### src/rtl/mc_control_fsm_if.sv
// mc_control_fsm_if
//   Bundles the instruction-decode inputs and every datapath control output of
//   the multi-cycle control unit.
//   master : the control FSM (reads decode/status flags, drives controls)
//   slave  : the datapath (drives decode/status flags, reads controls)
//
//   Mult/div handshake: md_start is a single-cycle request pulse.
//   The unit has a fixed latency of MD_CYCLES cycles, so there is no return
//   "done" strobe.
//   md_div0 is sampled by the controller in the same cycle md_start is high.
//
//   Ports carried:
//     opcode[5:0], funct[5:0], of, eq, md_div0            datapath -> control
//     pc_w, mem_wr, ir_write, reg_write, ab_write,
//     alu_out_write, epc_write, md_start,
//     alu_src_a[1:0], alu_src_b[1:0], alu_op[2:0],
//     reg_dst[1:0], mem_to_reg[1:0], pc_source[1:0],
//     iord[1:0], exc_cause[1:0], state_dbg[4:0]            control -> datapath
interface mc_control_fsm_if;
    logic [5:0] opcode;
    logic [5:0] funct;
    logic       of;
    logic       eq;
    logic       md_div0;

    logic       pc_w;
    logic       mem_wr;
    logic       ir_write;
    logic       reg_write;
    logic       ab_write;
    logic       alu_out_write;
    logic       epc_write;
    logic       md_start;
    logic [1:0] alu_src_a;
    logic [1:0] alu_src_b;
    logic [2:0] alu_op;
    logic [1:0] reg_dst;
    logic [1:0] mem_to_reg;
    logic [1:0] pc_source;
    logic [1:0] iord;
    logic [1:0] exc_cause;
    logic [4:0] state_dbg;

    modport master (
        input  opcode, funct, of, eq, md_div0,
        output pc_w, mem_wr, ir_write, reg_write, ab_write, alu_out_write,
               epc_write, md_start, alu_src_a, alu_src_b, alu_op, reg_dst,
               mem_to_reg, pc_source, iord, exc_cause, state_dbg
    );

    modport slave (
        output opcode, funct, of, eq, md_div0,
        input  pc_w, mem_wr, ir_write, reg_write, ab_write, alu_out_write,
               epc_write, md_start, alu_src_a, alu_src_b, alu_op, reg_dst,
               mem_to_reg, pc_source, iord, exc_cause, state_dbg
    );
endinterface

### src/rtl/mc_control_fsm.sv
// mc_control_fsm
//   Multi-cycle MIPS-subset control unit.
//   - Memory reads take MEM_WAIT cycles.
//   - A fixed-latency mult/div unit runs for MD_CYCLES cycles.
//   - Precise exceptions (bad opcode/funct, overflow, divide by zero) capture
//     the EPC and fetch the handler address from a vector table.
//
//   Ports:
//     clk   : clock, all state changes on the rising edge
//     reset : synchronous, active-high, overrides everything
//     bus   : mc_control_fsm_if.master (decode inputs + all control outputs)
module mc_control_fsm #(
    parameter int MEM_WAIT  = 1,
    parameter int MD_CYCLES = 32
) (
    input  logic               clk,
    input  logic               reset,
    mc_control_fsm_if.master   bus
);
    typedef enum logic [4:0] {
        S_FETCH    = 5'd0,
        S_IR_LD    = 5'd1,
        S_DECODE   = 5'd2,
        S_EX_R     = 5'd3,
        S_WB_R     = 5'd4,
        S_EX_I     = 5'd5,
        S_WB_I     = 5'd6,
        S_ADDR     = 5'd7,
        S_MEM_RD   = 5'd8,
        S_WB_LD    = 5'd9,
        S_MEM_WR   = 5'd10,
        S_BR       = 5'd11,
        S_JMP      = 5'd12,
        S_MD_START = 5'd13,
        S_MD_WAIT  = 5'd14,
        S_EXC1     = 5'd15,
        S_EXC_RD   = 5'd16,
        S_EXC_LD   = 5'd17
    } state_t;

    localparam int MAX_WAIT = (MEM_WAIT > MD_CYCLES) ? MEM_WAIT : MD_CYCLES;
    localparam int CW       = $clog2(MAX_WAIT + 1);
    // Terminal counts: the counter starts at 0 on state entry, so a state held
    // N cycles leaves when the count reaches N-1.
    localparam logic [CW-1:0] MEM_LAST = CW'(MEM_WAIT - 1);
    localparam logic [CW-1:0] MD_LAST  = CW'(MD_CYCLES - 1);

    state_t        state_q, state_d;
    logic [CW-1:0] cnt_q, cnt_d;
    logic [1:0]    cause_q, cause_d;

    always_ff @(posedge clk) begin
        if (reset) begin
            state_q <= S_FETCH;
            cnt_q   <= '0;
            cause_q <= 2'b00;
        end else begin
            state_q <= state_d;
            cnt_q   <= cnt_d;
            cause_q <= cause_d;
        end
    end

    // Next-state logic.
    // exc_cause is loaded only on entry to EXC1, so it holds its value until
    // the next exception.
    always_comb begin
        state_d = state_q;
        cause_d = cause_q;
        case (state_q)
            S_FETCH:  if (cnt_q == MEM_LAST) state_d = S_IR_LD;
            S_IR_LD:  state_d = S_DECODE;
            S_DECODE: begin
                if (bus.opcode == 6'h00 &&
                    (bus.funct == 6'h20 || bus.funct == 6'h22 || bus.funct == 6'h24))
                    state_d = S_EX_R;
                else if (bus.opcode == 6'h00 && (bus.funct == 6'h18 || bus.funct == 6'h1A))
                    state_d = S_MD_START;
                else if (bus.opcode == 6'h08)
                    state_d = S_EX_I;
                else if (bus.opcode == 6'h23 || bus.opcode == 6'h2B)
                    state_d = S_ADDR;
                else if (bus.opcode == 6'h04 || bus.opcode == 6'h05)
                    state_d = S_BR;
                else if (bus.opcode == 6'h02)
                    state_d = S_JMP;
                else begin
                    state_d = S_EXC1;
                    cause_d = 2'b00;
                end
            end
            S_EX_R: begin
                // and never overflows, so its of flag is ignored.
                if (bus.of && bus.funct != 6'h24) begin
                    state_d = S_EXC1;
                    cause_d = 2'b01;
                end else begin
                    state_d = S_WB_R;
                end
            end
            S_WB_R:   state_d = S_FETCH;
            S_EX_I: begin
                if (bus.of) begin
                    state_d = S_EXC1;
                    cause_d = 2'b01;
                end else begin
                    state_d = S_WB_I;
                end
            end
            S_WB_I:   state_d = S_FETCH;
            S_ADDR:   state_d = (bus.opcode == 6'h23) ? S_MEM_RD : S_MEM_WR;
            S_MEM_RD: if (cnt_q == MEM_LAST) state_d = S_WB_LD;
            S_WB_LD:  state_d = S_FETCH;
            S_MEM_WR: state_d = S_FETCH;
            S_BR:     state_d = S_FETCH;
            S_JMP:    state_d = S_FETCH;
            S_MD_START: begin
                if (bus.funct == 6'h1A && bus.md_div0) begin
                    state_d = S_EXC1;
                    cause_d = 2'b10;
                end else begin
                    state_d = S_MD_WAIT;
                end
            end
            S_MD_WAIT: if (cnt_q == MD_LAST) state_d = S_FETCH;
            S_EXC1:    state_d = S_EXC_RD;
            S_EXC_RD:  if (cnt_q == MEM_LAST) state_d = S_EXC_LD;
            S_EXC_LD:  state_d = S_FETCH;
            default:   state_d = S_FETCH;
        endcase
        // No state loops on itself except while waiting, so any state change
        // is a fresh entry and restarts the count.
        cnt_d = (state_d != state_q) ? '0 : cnt_q + 1'b1;
    end

    // Moore output decode.
    // Reset forces the r29 <= 227 write and silences everything else.
    always_comb begin
        bus.pc_w          = 1'b0;
        bus.mem_wr        = 1'b0;
        bus.ir_write      = 1'b0;
        bus.reg_write     = 1'b0;
        bus.ab_write      = 1'b0;
        bus.alu_out_write = 1'b0;
        bus.epc_write     = 1'b0;
        bus.md_start      = 1'b0;
        bus.alu_src_a     = 2'b00;
        bus.alu_src_b     = 2'b00;
        bus.alu_op        = 3'b000;
        bus.reg_dst       = 2'b00;
        bus.mem_to_reg    = 2'b00;
        bus.pc_source     = 2'b00;
        bus.iord          = 2'b00;
        if (reset) begin
            bus.reg_write  = 1'b1;
            bus.reg_dst    = 2'b10;
            bus.mem_to_reg = 2'b11;
        end else begin
            case (state_q)
                S_IR_LD: begin
                    bus.ir_write  = 1'b1;
                    bus.pc_w      = 1'b1;
                    bus.alu_src_b = 2'b01;
                    bus.alu_op    = 3'b001;
                end
                S_DECODE: begin
                    bus.ab_write      = 1'b1;
                    bus.alu_out_write = 1'b1;
                    bus.alu_src_b     = 2'b11;
                    bus.alu_op        = 3'b001;
                end
                S_EX_R: begin
                    bus.alu_src_a     = 2'b01;
                    bus.alu_out_write = 1'b1;
                    case (bus.funct)
                        6'h20:   bus.alu_op = 3'b001;
                        6'h22:   bus.alu_op = 3'b010;
                        default: bus.alu_op = 3'b011;
                    endcase
                end
                S_WB_R: begin
                    bus.reg_write = 1'b1;
                    bus.reg_dst   = 2'b01;
                end
                S_EX_I, S_ADDR: begin
                    bus.alu_src_a     = 2'b01;
                    bus.alu_src_b     = 2'b10;
                    bus.alu_op        = 3'b001;
                    bus.alu_out_write = 1'b1;
                end
                S_WB_I:   bus.reg_write = 1'b1;
                S_MEM_RD: bus.iord = 2'b01;
                S_WB_LD: begin
                    bus.reg_write  = 1'b1;
                    bus.mem_to_reg = 2'b01;
                end
                S_MEM_WR: begin
                    bus.iord   = 2'b01;
                    bus.mem_wr = 1'b1;
                end
                S_BR: begin
                    bus.alu_src_a = 2'b01;
                    bus.alu_op    = 3'b010;
                    bus.pc_source = 2'b01;
                    bus.pc_w      = (bus.opcode == 6'h04) ? bus.eq : ~bus.eq;
                end
                S_JMP: begin
                    bus.pc_source = 2'b10;
                    bus.pc_w      = 1'b1;
                end
                S_MD_START: bus.md_start = 1'b1;
                S_EXC1: begin
                    bus.epc_write = 1'b1;
                    bus.alu_src_b = 2'b01;
                    bus.alu_op    = 3'b010;
                    bus.iord      = 2'b10;
                end
                S_EXC_RD: bus.iord = 2'b10;
                S_EXC_LD: begin
                    bus.pc_w      = 1'b1;
                    bus.pc_source = 2'b11;
                end
                default: ;
            endcase
        end
        bus.exc_cause = reset ? 2'b00 : cause_q;
        bus.state_dbg = reset ? 5'd0 : state_q;
    end
endmodule

### src/flat_wrapper.sv
// flat-port wrapper written by rule: the top's interface ports become plain ports
module mc_control_fsm_flat 
#(
    parameter int MEM_WAIT  = 1,
    parameter int MD_CYCLES = 32
)
  (clk, reset, bus_opcode, bus_funct, bus_of, bus_eq, bus_md_div0, bus_pc_w, bus_mem_wr, bus_ir_write, bus_reg_write, bus_ab_write, bus_alu_out_write, bus_epc_write, bus_md_start, bus_alu_src_a, bus_alu_src_b, bus_alu_op, bus_reg_dst, bus_mem_to_reg, bus_pc_source, bus_iord, bus_exc_cause, bus_state_dbg);
  mc_control_fsm_if bus_i ();
  input  logic clk;
  input  logic reset;
  input wire logic [$bits(bus_i.opcode)-1:0] bus_opcode;
  input wire logic [$bits(bus_i.funct)-1:0] bus_funct;
  input wire logic [$bits(bus_i.of)-1:0] bus_of;
  input wire logic [$bits(bus_i.eq)-1:0] bus_eq;
  input wire logic [$bits(bus_i.md_div0)-1:0] bus_md_div0;
  output wire logic [$bits(bus_i.pc_w)-1:0] bus_pc_w;
  output wire logic [$bits(bus_i.mem_wr)-1:0] bus_mem_wr;
  output wire logic [$bits(bus_i.ir_write)-1:0] bus_ir_write;
  output wire logic [$bits(bus_i.reg_write)-1:0] bus_reg_write;
  output wire logic [$bits(bus_i.ab_write)-1:0] bus_ab_write;
  output wire logic [$bits(bus_i.alu_out_write)-1:0] bus_alu_out_write;
  output wire logic [$bits(bus_i.epc_write)-1:0] bus_epc_write;
  output wire logic [$bits(bus_i.md_start)-1:0] bus_md_start;
  output wire logic [$bits(bus_i.alu_src_a)-1:0] bus_alu_src_a;
  output wire logic [$bits(bus_i.alu_src_b)-1:0] bus_alu_src_b;
  output wire logic [$bits(bus_i.alu_op)-1:0] bus_alu_op;
  output wire logic [$bits(bus_i.reg_dst)-1:0] bus_reg_dst;
  output wire logic [$bits(bus_i.mem_to_reg)-1:0] bus_mem_to_reg;
  output wire logic [$bits(bus_i.pc_source)-1:0] bus_pc_source;
  output wire logic [$bits(bus_i.iord)-1:0] bus_iord;
  output wire logic [$bits(bus_i.exc_cause)-1:0] bus_exc_cause;
  output wire logic [$bits(bus_i.state_dbg)-1:0] bus_state_dbg;
  assign bus_i.opcode = bus_opcode;
  assign bus_i.funct = bus_funct;
  assign bus_i.of = bus_of;
  assign bus_i.eq = bus_eq;
  assign bus_i.md_div0 = bus_md_div0;
  assign bus_pc_w = bus_i.pc_w;
  assign bus_mem_wr = bus_i.mem_wr;
  assign bus_ir_write = bus_i.ir_write;
  assign bus_reg_write = bus_i.reg_write;
  assign bus_ab_write = bus_i.ab_write;
  assign bus_alu_out_write = bus_i.alu_out_write;
  assign bus_epc_write = bus_i.epc_write;
  assign bus_md_start = bus_i.md_start;
  assign bus_alu_src_a = bus_i.alu_src_a;
  assign bus_alu_src_b = bus_i.alu_src_b;
  assign bus_alu_op = bus_i.alu_op;
  assign bus_reg_dst = bus_i.reg_dst;
  assign bus_mem_to_reg = bus_i.mem_to_reg;
  assign bus_pc_source = bus_i.pc_source;
  assign bus_iord = bus_i.iord;
  assign bus_exc_cause = bus_i.exc_cause;
  assign bus_state_dbg = bus_i.state_dbg;
  mc_control_fsm #(.MEM_WAIT(MEM_WAIT), .MD_CYCLES(MD_CYCLES)) u_core (.clk(clk), .reset(reset), .bus(bus_i));
endmodule
### config.mk
export PLATFORM = sky130hd
export DESIGN_NAME = mc_control_fsm_flat
export DESIGN_NICKNAME = d
export VERILOG_FILES = /design/src/rtl/mc_control_fsm_if.sv /design/src/rtl/mc_control_fsm.sv /design/src/flat_wrapper.sv
export SDC_FILE = /design/constraint.sdc
export NUM_CORES = 1
export LEC_CHECK = 0
export BUFFER_PORTS_ARGS = -buffer_cell sky130_fd_sc_hd__buf_4
export CAP_MARGIN = 10
export CORE_MARGIN = 1
export CORE_UTILIZATION = 30
export CTS_CLUSTER_SIZE = 40
export DETAILED_ROUTE_END_ITERATION = 10
export GPL_TIMING_DRIVEN = 0
export PLACE_DENSITY_LB_ADDON = 0.2
export SLEW_MARGIN = 15
export SYNTH_ARGS = -nofsm -noshare
export SYNTH_HDL_FRONTEND = slang
export SYNTH_SLANG_ARGS = --single-unit
### constraint.sdc
create_clock -name clk -period 4.3 [get_ports clk]
set_input_delay 0.215 -clock clk [delete_from_list [all_inputs] [get_ports clk]]
set_output_delay 0.215 -clock clk [all_outputs]
set_load 0.05 [all_outputs]
# After elaboration in Yosys (flattened, before gate mapping)
# Cells that the tools add are included.
[totals] register_bits=13 word_cells=129
[classes] n_addsub=1 eq_ne=40 n_mux=59 n_bitwise=1 n_reduce_logical=25
[ops] cell="one-hot mux 5 bit (11 select lines)" n=1
[ops] cell="2-to-1 mux 5 bit" n=10
[ops] cell="equality test 5 x 4 -> 1 bit (second input constant)" n=8
[ops] cell="2-to-1 mux 2 bit" n=18
[ops] cell="equality test 6 bit (second input constant)" n=5
[ops] cell="equality test 5 x 3 -> 1 bit (second input constant)" n=4
[ops] cell="2-to-1 mux 1 bit" n=20
[ops] cell="equality test 6 x 5 -> 1 bit (second input constant)" n=3
[ops] cell="inequality test 2 bit (second input constant)" n=7
[ops] cell="equality test 6 x 3 -> 1 bit (second input constant)" n=2
[ops] cell="zero test 6 bit" n=2
[ops] cell="one-hot mux 2 bit (3 select lines)" n=2
[ops] cell="OR reduction 2 bit" n=6
[ops] cell="OR reduction 4 bit" n=3
[ops] cell="equality test 5 x 2 -> 1 bit (second input constant)" n=2
[ops] cell="equality test 5 bit (second input constant)" n=2
[ops] cell="AND reduction 10 bit" n=1
[ops] cell="one-hot mux 3 bit (3 select lines)" n=1
[ops] cell="2-to-1 mux 4 bit" n=2
[ops] cell="one-hot mux 2 bit (2 select lines)" n=2
[ops] cell="one-hot mux 2 bit (4 select lines)" n=1
[ops] cell="adder 6 x 1 -> 6 bit (second input constant)" n=1
[ops] cell="equality test 6 x 2 -> 1 bit (second input constant)" n=1
[ops] cell="equality test 6 x 4 -> 1 bit (second input constant)" n=1
[ops] cell="other kinds (12)" n=21

# Logic depth before layout (Yosys ltp)
[depth] word_depth=10 mapped_depth=7 mapped_depth_nobuf=6

# Least setup slack after synthesis
# OpenSTA, ideal clock, no wires.
[synth_path] kind="reg2out" start="register u_core.state_q[2]" end="output port bus_alu_src_b[0]" t_arrival_ps=3747 required_ps=4085 setup_slack_ps=338 path_stages_with_launch=5 cell_sequence="dfxtp_1 -> clkbuf_1 -> nor2b_1 -> nor4b_1 -> or3_1"
[synth_via] elab_chain_len=4 word_cells_on_any_way=9 cone_classes="eq/ne: 5; mux: 2; reduce/logical: 2"
[synth_rtl] element="start, declared" line_no="mc_control_fsm.sv:48" text="state_t state_q, state_d;"
[synth_rtl] element="start signal, assigned" line_no="mc_control_fsm.sv:58" text="state_q <= state_d;"
[synth_rtl] element="equality test 5 x 1 -> 1 bit, or another cell as far along" line_no="mc_control_fsm.sv:159" text="case (state_q)"
[synth_rtl] element="OR reduction 2 bit (no line)"
[synth_rtl] element="one-hot mux 2 bit (3 select lines) *" line_no="mc_control_fsm.sv:159"
[synth_rtl] element="2-to-1 mux 2 bit *" line_no="mc_control_fsm.sv:154" text="if (reset) begin"
[synth_rtl] element="end, declared" line_no="flat_wrapper.sv:25" text="output wire logic [$bits(bus_i.alu_src_b)-1:0] bus_alu_src_b;"
# Every way passes the cells marked *; elsewhere a longest branch is shown, timed or not.

# Final worst setup path
[layout_path] start="register u_core.state_q[1]" end="register u_core.cnt_q[3]"
[layout_via] elab_chain_len=4 word_cells_on_any_way=18 cone_classes="eq/ne: 11; mux: 5; reduce/logical: 2"
[layout_rtl] element="equality test 5 bit, or another cell as far along" line_no="mc_control_fsm.sv:70" text="case (state_q)"
[layout_rtl] element="one-hot mux 5 bit (11 select lines)" line_no="mc_control_fsm.sv:70"
[layout_rtl] element="inequality test 5 bit *" line_no="mc_control_fsm.sv:133" text="cnt_d = (state_d != state_q) ? '0 : cnt_q + 1'b1;"
[layout_rtl] element="OR reduction 2 bit (no line) *"
[layout_rtl] element="end signal, assigned" line_no="mc_control_fsm.sv:59" text="cnt_q <= cnt_d;"
[layout_rtl] element="end, declared" line_no="mc_control_fsm.sv:49" text="logic [CW-1:0] cnt_q, cnt_d;"
# Marks and branches as above.
# A chain may end at the register's enable or synchronous reset.

==> impl_metrics.env <==
export IMPL_vias_per_cell=5.50
export IMPL_crit_required_ns=4.39
export IMPL_grt_pass1_wl_um=7160
export IMPL_htree_levels=1
export IMPL_status="completed"
export IMPL_yosys_top_cells_area="dfxtp_1 19%, nor2_1 7.2%, nor3_1 5.5%"
export IMPL_synth_fa_ha_area_share_pct=1.84
export IMPL_fmax_mhz=394
export IMPL_powerDensity_mw_per_mm2=541
export IMPL_rsz0062_at_grt="false"
export IMPL_synth_seq_cells=13
export IMPL_grt_pass1_vias=1466
export IMPL_setup_violations=0
export IMPL_port_buffers=43
export IMPL_cts_tree="yes"
export IMPL_r2r_slack_ns=1.76
export IMPL_min_period_ns=2.54
export IMPL_worst_ep_arrival_time_ns=2.62
export IMPL_slew_violations=0
export IMPL_timing_rr_start="u_core.state_q[1]"
export IMPL_synth_distinct_cells=50
export IMPL_fin_crit_sh_pct=59.0
export IMPL_synth_main_ff_cell="dfxtp_1"
export IMPL_yosys_warnings=0
export IMPL_gp_congestion=0.957
export IMPL_area_delta_synth_final_pct=32.1
export IMPL_hold_violations=0
export IMPL_place_hpwl_um=3490
export IMPL_cp_startpoint="u_core.state_q[1]"
export IMPL_die_x_um=69.3
export IMPL_via_count=1627
export IMPL_maxSlewHeadroom_pct=35.3
export IMPL_cts_root_buf="clkbuf_8"
export IMPL_final_layout_size_suffix_gt1_share_pct=24.6
export IMPL_numPlacedInstances=292
export IMPL_finalClockSkew_ns=0.00173
export IMPL_totalWireLength_um=4400
export IMPL_diodes=0
export IMPL_nFillCells=463
export IMPL_dieArea_mm2=0.00481
export IMPL_postSynth_asyncResetShare_pct=0
export IMPL_vdd_drop_max_mv=0.155
export IMPL_final_cells=296
export IMPL_antenna_found_initial=0
export IMPL_remaining_drc_errors=0
export IMPL_ant_nets=0
export IMPL_post_cts_buffers=0
export IMPL_cts_made_buffers=3
export IMPL_synth_edf_count=0
export IMPL_coreArea_mm2=0.00435
export IMPL_rr_worst_depth=6
export IMPL_syn_inst=196
export IMPL_hold_class="in -> reg"
export IMPL_syn_area_mm2=0.00136
export IMPL_wire_per_inst_um=14.9
export IMPL_yosysTopAreaCell="dfxtp_1"
export IMPL_critPathCaptureType="register"
export IMPL_critPathLaunchType="register"
export IMPL_design_area_mm2=0.00180
export IMPL_synth_top_family_by_area="simple AND/OR/NAND/NOR gates"
export IMPL_syn_mean_instance_area_um2=6.94
export IMPL_tns_ns=0
export IMPL_synth_mux_area_share_pct=0
export IMPL_clk_path_buf_depth=2
export IMPL_nets=264
export IMPL_grt_max_degree=11
export IMPL_placed_area_mm2=0.00175
export IMPL_die_h_um=69.3
export IMPL_cts_sinks=13
export IMPL_firstDrtPassIters=4
export IMPL_track_usage_pct=18.3
export IMPL_worstMarginPinSlew_ns=0.962
export IMPL_cts_hold_fix_buffers=0
export IMPL_rr_endpoint="u_core.cnt_q[3]"
export IMPL_gr_total_overflow=0
export IMPL_start_util_pct=31.2
export IMPL_path_class="reg -> reg"
export IMPL_synth_yosys_seq_area_share_pct=19.1
export IMPL_cts_resized=0
export IMPL_p_leak_nw=0.723
export IMPL_drt_initial_drc_count=121
export IMPL_setup_worst_path_end="u_core.cnt_q[3]"
export IMPL_clk_latency_ns=0.24
export IMPL_rows=24
export IMPL_synth_simple_gate_area_share_pct=42.9
export IMPL_crit_fanout=10
export IMPL_synth_top_area_share_pct=19.1
export IMPL_synthXorXnorAreaFrac_pct=3.22
export IMPL_maxCapViolCount=0
export IMPL_synth_compound_area_share_pct=24.4
export IMPL_ioPinCount=47
export IMPL_clk_pin_slew_worst_paths_ns=0.05
==> cell families after synthesis <==
logic type | Yosys count
AOI/OAI and AO/OA | 48
buffers and inverters | 25
adders and majority gates | 2
xor gates and xnor gates | 5
other | 1
DFF | 13
and+or+nand+nor | 102
==> Yosys cell counts, drive strengths merged, types with 7 or more instances <==
| cell | number |
|---|---|
| o21ai | 7 |
| buf | 10 |
| nor2 | 26 |
| dfxtp | 13 |
| nor3 | 15 |
| nor4 | 8 |
| nand2 | 10 |
| a21oi | 12 |
| inv | 9 |
| nand3 | 7 |
==> through the flow <==
stage               utilization (%)  hold WS [ns]  setup WS [ns]  power [mW]
floorplan                         -         0.448          0.338       0.670
global placement               40.2         0.466           1.81       0.858
detailed placement             40.2         0.476           1.77       0.859
CTS                            41.3         0.396           1.76       0.970
global route                   41.3         0.427           1.54        1.04
finish                         41.3         0.400           1.76       0.971
==> worst min path at each step <==
| stage | startpoint | slack, ns | to | cells past startpoint |
|---|---|---|---|---|
| after floorplan | u_core.cnt_q[0] | 0.45 | u_core.cnt_q[0] | 1 |
| after global placement | u_core.cnt_q[0] | 0.47 | u_core.cnt_q[0] | 1 |
| after detailed placement | u_core.cnt_q[0] | 0.48 | u_core.cnt_q[0] | 1 |
| after CTS | bus_funct[0] | 0.40 | u_core.cause_q[1] | 4 |
| after global routing | bus_funct[0] | 0.43 | u_core.cause_q[1] | 4 |
| final | bus_funct[0] | 0.40 | u_core.cause_q[1] | 4 |
==> per-layer routing <==
| layer | share of wire [%] | track usage, % |
|---|---|---|
| met5 | 0 | 0 |
| met4 | 2.0 | 5.90 |
| met3 | 7.9 | 5.09 |
| met2 | 45 | 27.8 |
| met1 | 45 | 25.0 |
==> worst max-delay path: stages (launching register included) <==
cell and delay, ns:
dfxtp_1 0.32, buf_2 0.19, inv_1 0.14, or4b_2 0.71, a41o_1 0.27, nor3_1 0.64
nor4_1 0.11
==> layout make-up <==
cell class	instances	area (um2)	area share [%]
plain buffers	16	78.8	4.39
clock buffers	4	45.0	2.51
inverters	9	33.8	1.88
multi-input cells	159	991	55.2
flip-flops and latches	13	260	14.5
well taps	52	65.1	3.62
repair buffers	43	323	18.0
==> placed cells by master, fill, tap and decap left out, drive strengths merged, types with 2 or more instances in the layout <==
cell     count
nand2       10
o31ai        3
nor2b        6
xnor2        4
o2bb2ai      2
a21oi       12
or3          6
buf         53
and3         4
nor2        26
nor4         8
dfxtp       13
nor4b        3
o21ai        7
conb         2
nand4b       2
clkbuf      10
inv          9
nand2b       5
a31oi        6
a211oi       3
o2111ai      2
ha           2
nand3        7
nor3        15
o211ai       2
or4b         4
==> where the power goes <==
part	internal, mW	total (mW)	switching [mW]
registers	0.141	0.157	0.0153
clock network	0.0654	0.108	0.0424
logic	0.217	0.707	0.490
total	0.424	0.971	0.547
==> registers in the layout, indices dropped and copies added (netlist names) <==
signal,flops
u_core.cnt_q,6
u_core.state_q,5
u_core.cause_q,2
Note: power is estimated with default switching activity, not from simulation.
